<file path="src/rtl/load_store_unit.sv">
// Multi-cycle load/store unit between the core execute stage and a word-only data memory.
// Define LSU_MISALIGN_CHECK_EN to report misaligned accesses; otherwise low address bits are forced aligned.
module load_store_unit #(
  parameter int DATA_WIDTH = 32
) (
  input  logic                  clk,
  input  logic                  rst_n,
  input  logic                  req_valid,
  output logic                  req_ready,
  input  logic                  req_we,
  input  logic [1:0]            req_size,
  input  logic                  req_unsigned,
  input  logic [31:0]           req_addr,
  input  logic [DATA_WIDTH-1:0] req_wdata,
  output logic                  resp_valid,
  input  logic                  resp_ready,
  output logic [DATA_WIDTH-1:0] resp_rdata,
  output logic                  resp_err,
  output logic [31:0]           mem_a,
  output logic [DATA_WIDTH-1:0] mem_wd,
  output logic                  mem_we,
  input  logic [DATA_WIDTH-1:0] mem_rd
);

  typedef enum logic [2:0] {
    S_IDLE   = 3'd0,
    S_LOAD   = 3'd1,
    S_RMW_RD = 3'd2,
    S_STORE  = 3'd3,
    S_RESP   = 3'd4
  } state_t;

  state_t                state_q, state_d;
  logic                  we_q, we_d;
  logic [1:0]            size_q, size_d;
  logic                  uns_q, uns_d;
  logic [31:0]           addr_q, addr_d;
  logic [DATA_WIDTH-1:0] wdata_q, wdata_d;
  logic [DATA_WIDTH-1:0] merge_q, merge_d;
  logic [DATA_WIDTH-1:0] rdata_q, rdata_d;
  logic                  err_q, err_d;

  logic                  req_is_word, req_is_half;
  logic                  misalign;
  logic [31:0]           addr_use;
  logic [31:0]           word_idx;
  logic [7:0]            byte_lane;
  logic [15:0]           half_lane;
  logic [DATA_WIDTH-1:0] load_ext;
  logic [DATA_WIDTH-1:0] merged;

  assign req_is_word = req_size[1];
  assign req_is_half = (req_size == 2'b01);

`ifdef LSU_MISALIGN_CHECK_EN
  assign addr_use = req_addr;
  assign misalign = (req_is_half && req_addr[0]) || (req_is_word && (req_addr[1:0] != 2'b00));
`else
  // Without checking, silently align the address to the access size.
  assign addr_use = {req_addr[31:2],
                     req_is_word ? 1'b0 : req_addr[1],
                     (req_is_word || req_is_half) ? 1'b0 : req_addr[0]};
  assign misalign = 1'b0;
`endif

  assign word_idx = {2'b00, addr_q[31:2]};

  always_comb begin
    byte_lane = mem_rd[{addr_q[1:0], 3'b000} +: 8];
    half_lane = mem_rd[{addr_q[1], 4'b0000} +: 16];
    case (size_q)
      2'b00:   load_ext = {{(DATA_WIDTH-8){~uns_q & byte_lane[7]}}, byte_lane};
      2'b01:   load_ext = {{(DATA_WIDTH-16){~uns_q & half_lane[15]}}, half_lane};
      default: load_ext = mem_rd;
    endcase
  end

  // Sub-word store: replace only the addressed lane of the word read in RMW_RD.
  always_comb begin
    merged = merge_q;
    if (size_q == 2'b00)
      merged[{addr_q[1:0], 3'b000} +: 8] = wdata_q[7:0];
    else
      merged[{addr_q[1], 4'b0000} +: 16] = wdata_q[15:0];
  end

  always_comb begin
    state_d = state_q;
    we_d    = we_q;
    size_d  = size_q;
    uns_d   = uns_q;
    addr_d  = addr_q;
    wdata_d = wdata_q;
    merge_d = merge_q;
    rdata_d = rdata_q;
    err_d   = err_q;
    mem_a   = '0;
    mem_wd  = '0;
    mem_we  = 1'b0;
    case (state_q)
      S_IDLE: begin
        if (req_valid) begin
          we_d    = req_we;
          size_d  = req_size;
          uns_d   = req_unsigned;
          addr_d  = addr_use;
          wdata_d = req_wdata;
          rdata_d = '0;
          err_d   = misalign;
          if (misalign)         state_d = S_RESP;
          else if (!req_we)     state_d = S_LOAD;
          else if (req_is_word) state_d = S_STORE;
          else                  state_d = S_RMW_RD;
        end
      end
      S_LOAD: begin
        mem_a   = word_idx;
        rdata_d = load_ext;
        state_d = S_RESP;
      end
      S_RMW_RD: begin
        mem_a   = word_idx;
        merge_d = mem_rd;
        state_d = S_STORE;
      end
      S_STORE: begin
        mem_a   = word_idx;
        mem_we  = 1'b1;
        mem_wd  = size_q[1] ? wdata_q : merged;
        state_d = S_RESP;
      end
      S_RESP: begin
        if (resp_ready) state_d = S_IDLE;
      end
      default: state_d = S_IDLE;
    endcase
  end

  always_ff @(posedge clk or negedge rst_n) begin
    if (!rst_n) begin
      state_q <= S_IDLE;
      we_q    <= 1'b0;
      size_q  <= 2'b00;
      uns_q   <= 1'b0;
      addr_q  <= '0;
      wdata_q <= '0;
      merge_q <= '0;
      rdata_q <= '0;
      err_q   <= 1'b0;
    end else begin
      state_q <= state_d;
      we_q    <= we_d;
      size_q  <= size_d;
      uns_q   <= uns_d;
      addr_q  <= addr_d;
      wdata_q <= wdata_d;
      merge_q <= merge_d;
      rdata_q <= rdata_d;
      err_q   <= err_d;
    end
  end

  assign req_ready  = rst_n && (state_q == S_IDLE);
  assign resp_valid = (state_q == S_RESP);
  assign resp_rdata = rdata_q;
  assign resp_err   = err_q;

endmodule

</file>
<file path="config.mk">
export PLATFORM = sky130hd
export DESIGN_NAME = load_store_unit
export DESIGN_NICKNAME = d
export VERILOG_FILES = /design/src/rtl/load_store_unit.sv
export SDC_FILE = /design/constraint.sdc
export NUM_CORES = 1
export LEC_CHECK = 0
export BUFFER_PORTS_ARGS = -buffer_cell sky130_fd_sc_hd__buf_2
export CORE_ASPECT_RATIO = 0.6
export CORE_UTILIZATION = 30
export CTS_CLUSTER_DIAMETER = 200
export DETAILED_ROUTE_END_ITERATION = 6
export HOLD_SLACK_MARGIN = 0.02
export SKIP_CTS_REPAIR_TIMING = 1
export SLEW_MARGIN = 20
export SYNTH_ARGS = -nofsm -noshare
export SYNTH_HDL_FRONTEND = slang
export SYNTH_SLANG_ARGS = --single-unit
</file>
<file path="constraint.sdc">
create_clock -name clk -period 4.5 [get_ports clk]
set_input_delay 0.675 -clock clk [delete_from_list [all_inputs] [get_ports clk]]
set_output_delay 0.675 -clock clk [all_outputs]
set_load 0.05 [all_outputs]
</file>
==> results <==
- The worst setup path is launched from a flop.
- The worst-path maximum fanout is 11.
- The internal power of the cells is between 3000 and 4000 uW.
- The type of the tightest min-delay check is input port to async pin.
- At the later pin of the worst-skew pair, clock insertion delay measures 440 ps.
- The end point of the critical path is mem_wd[24].
- The maximum operating frequency is ~0.25 GHz.
- Total power for the finished layout comes to 7300 uW.
- The mean area per synthesized cell is a little over 9 um2.
- The tree built by TritonCTS fans out to ~130 sinks.
- Counting along the longest clock path gives a buffer depth of 2.
- The portion of netlist area occupied by mux cells is 0.0761.
- The required time at the worst-slack endpoint is around 3800 ps.
- The number of antenna diodes in the final layout is 0.
- The number of routed nets with antenna violations is 0.
- The weighted congestion at the end of routability-driven global placement is between 0.8 and 0.9.
- Compared with the post-synthesis result, the final layout area differs by 27.0%.
- For this configuration, the core starts out at a cell density of 0.306.
- The via count of the first global-routing pass came to 6074.
- The worst setup path is captured at a primary output.
- During placement, the flow inserted port buffers numbering 200.
- In the final routed layout, each cell accounts on average for between 20 and 25 um.
- Summed over all failing endpoints, the final setup total negative slack is 0 ps.
- For this design the total switching power over the nets is approximately 3500 uW.
- The worst flop-to-flop path endpoint is resp_rdata[30]$_DFFE_PN0P_.
- After clock tree synthesis, the clock-pin slew on the worst setup and hold paths is 60 ps.
- The final hold violation count came to 0.
- Of the available clock period, the critical path in the final layout requires 0.888.
- At the worst endpoint, the arrival time is around 3300 ps.
- The sequential area share after synthesis is 0.496.
- The core region is about 0.022 mm2.
- TritonCTS built the clock tree.
- The area share of and/or/nand/nor cells after synthesis is 0.210.
- The non-filler instance count after layout is roughly 1200.
- By area the synthesized netlist is led by sky130_fd_sc_hd__dfrtp_1 50%, sky130_fd_sc_hd__nand2_1 12%, sky130_fd_sc_hd__mux2_2 5.8%, sky130_fd_sc_hd__o21ai_0 3.6%, sky130_fd_sc_hd__a221oi_1 3.4%.
- The number of rows created at floorplan is 42.
- After synthesis, the largest family of logic cells by area is simple AND/OR/NAND/NOR gates.
- The final global-route overflow total is 0.
- The first-pass GRT wire length is 37400 um.
- The tool flagged a number of max-cap violations equal to 0.
- The adder and majority cell fraction of the synthesized area is 0.00926.
- Setup repair after global routing left no endpoint under its margin.
- The detailed-route vias per instance is between 5 and 6.
- Across the VDD grid, the largest voltage drop is approximately 490 uV.
- The overall global routing resource usage is 0.219.
- The total die area is 0.0232 mm2.
- The run finished with clean final reports.
- The number of synthesized register bits is 134.
- The start-to-end type of the worst setup path is flop to primary output.
- The power per unit of standard cell area is between 800 and 900 mW/mm2.
- Headroom to the max-slew limit came out at 0.271.
- The top cell types in the final layout, fill and taps aside, are 208 x sky130_fd_sc_hd__nand2_1, 199 x sky130_fd_sc_hd__buf_2, 134 x sky130_fd_sc_hd__dfrtp_1.
- Detailed placement ended at an HPWL of 17900 um.
- After detailed routing, the total wire length is around 24000 um.
- For this design the top-level I/O count stands at approximately 200.
- The biggest area contributor in the post-synthesis netlist is sky130_fd_sc_hd__dfrtp_1.
- Before antenna repair, the detailed router went through 7 iterations.
- The actual transition at the worst max-transition pin is between 1000 and 1500 ps.
- The part of the total power dissipated in combinational logic is 0.490.
- The number of placed cells counting well taps is roughly 1200.
- Setup slack on the worst reg-to-reg path comes out at 1750 ps.
- The worst register-to-register path has a depth of 5.
- For this run, the number of Yosys warnings is 0.
- The number of buffers created by CTS is 17.
- The clock network power share is 0.190.
- The critical register-to-register path startpoint is size_q[0]$_DFFE_PN0P_.
- The detailed-route DRC error count is 0.
- In this run the horizontal extent of the chip is just under 200 um.
- In the synthesized netlist, the number of instances is between 700 and 800.
- The vertical extent of the die is 118 um.
- Of the total synthesized cell area, the portion taken by XOR and XNOR cells is 0.
- The final route contains 6256 vias.
- The final count of negative-setup-slack endpoints is 0.
- The cell leakage power is between 0.004 and 0.005 uW.
- The pre-CTS setup slack is 1070 ps.
- Of the cells placed in the final design, the portion with a size suffix greater than 1 is 0.310.
- The final layout contains between 1000 and 1500 nets.
- Entering global routing, the biggest net connects 75 pins.
- The share of the synthesized area in compound gates (AO/OA/AOI/OAI) is 0.162.
- The most critical setup path has its startpoint at addr_q[0]$_DFFE_PN0P_.
- Between clock sinks in the finished design, the worst skew comes to approximately 12 ps.
- Counting I/O delays and the setup requirement, the final critical path takes around 4000 ps.
- In this run the number of H-tree levels came out at 4.
- Of the total power, the share spent switching nets is 0.486.
- Of the post-synthesis cell area, the dominant cell type holds 0.496.
- The root buffer cell chosen for the clock tree is sky130_fd_sc_hd__clkbuf_16.
- Summing every instance area after synthesis gives roughly 0.0068 mm2.
- The smallest setup slack after layout is 504 ps.
- The initial antenna violation count is 5.
- The share of power burned in registers is 0.320.
- For this block, the initial DRC count from the detailed router was between 500 and 600.
- Leaving out fill and tap cells, the most frequent cell in the layout is sky130_fd_sc_hd__nand2_1.
- The max-slew violation total from the final report is 0.
- The number of library cell types mapped by synthesis is 43.
-- synth_stat cells, drive strengths merged --
master	number
nor2b	10
or2	1
ha	5
nand3	10
dfrtp	134
nand2b	2
clkinv	1
buf	20
nor4bb	2
nand2	209
o21a	7
and2	33
o2bb2ai	4
nand3b	4
nor3b	3
nor2	23
a31oi	6
a21oi	10
a221oi	26
clkbuf	35
or3	2
a21o	5
mux2	35
a22oi	8
a221o	16
nor3	21
conb	1
mux2i	12
o21ai	49
and4b	1
a211oi	5
a211o	5
inv	14
a2111oi	5
nor4b	1
o22ai	7
-- power groups by stage --
stage / Sequential (uW) / Clock [uW] / Combinational, uW
2_1_floorplan: 2460 / 0 / 2400
3_3_place_gp: 2320 / 0 / 3520
3_5_place_dp: 2320 / 0 / 3570
4_1_cts: 2310 / 1420 / 3580
5_1_grt: 2400 / 1470 / 3880
6_report: 2340 / 1390 / 3580
-- metal layers --
metal,GRT usage,vias up,part of all wire
li1,-,2900,-
met1,0.326,3034,0.49
met2,0.284,284,0.39
met3,0.0965,28,0.11
met4,0.0522,10,0.010
met5,0,-,0.0029
-- through the flow --
step | instance area, um2 | hold slack, ps | utilization
final | 8580 | 148 | 0.389
after global routing | 8580 | 164 | 0.389
after CTS | 8580 | 149 | 0.389
after detailed placement | 8000 | 454 | 0.363
after global placement | 8000 | 451 | 0.362
after floorplan | 6770 | 379 | -
-- critical path, cell delays in order, from the launching register on --
cell and delay (ps):
sky130_fd_sc_hd__dfrtp_1 490, sky130_fd_sc_hd__clkinv_1 370, sky130_fd_sc_hd__ha_1 450, sky130_fd_sc_hd__nor4bb_1 340, sky130_fd_sc_hd__buf_4 240, sky130_fd_sc_hd__a221oi_1 90
sky130_fd_sc_hd__a211o_1 290, sky130_fd_sc_hd__a21oi_1 280, sky130_fd_sc_hd__buf_2 330
-- flip-flops by register name, indices dropped and copies added (netlist names) --
signal      flops
state_q         3
uns_q           1
merge_q        32
resp_rdata     32
addr_q         32
wdata_q        32
size_q          2
-- cells by family after synthesis --
group                    count (synthesis)
flip-flops                             134
AO/OA/AOI/OAI                          153
multiplexers                            47
other                                    1
adder cells (fa/ha/maj)                  5
AND/OR/NAND/NOR                        322
buffers and inverters                   70
-- worst min-delay path by stage --
stage / startpoint / end / cells past startpoint
floorplan: rst_n / addr_q[0]$_DFFE_PN0P_ / 0
global placement: addr_q[13]$_DFFE_PN0P_ / addr_q[13]$_DFFE_PN0P_ / 2
detailed placement: addr_q[26]$_DFFE_PN0P_ / addr_q[26]$_DFFE_PN0P_ / 2
CTS: rst_n / resp_rdata[14]$_DFFE_PN0P_ / 1
global route: rst_n / resp_rdata[11]$_DFFE_PN0P_ / 1
finish: rst_n / resp_rdata[14]$_DFFE_PN0P_ / 1
-- cell type report --
| type | instances | area, um2 |
|---|---|---|
| flip-flops and latches | 134 | 3350 |
| well taps | 286 | 358 |
| clock inverters | 9 | 100 |
| repair buffers | 213 | 1100 |
| clock buffers | 23 | 478 |
| inverters | 15 | 56.3 |
| fillers | 2298 | 13500 |
| multi-input cells | 530 | 3130 |
No activity file was read; power rests on OpenSTA's default activity.
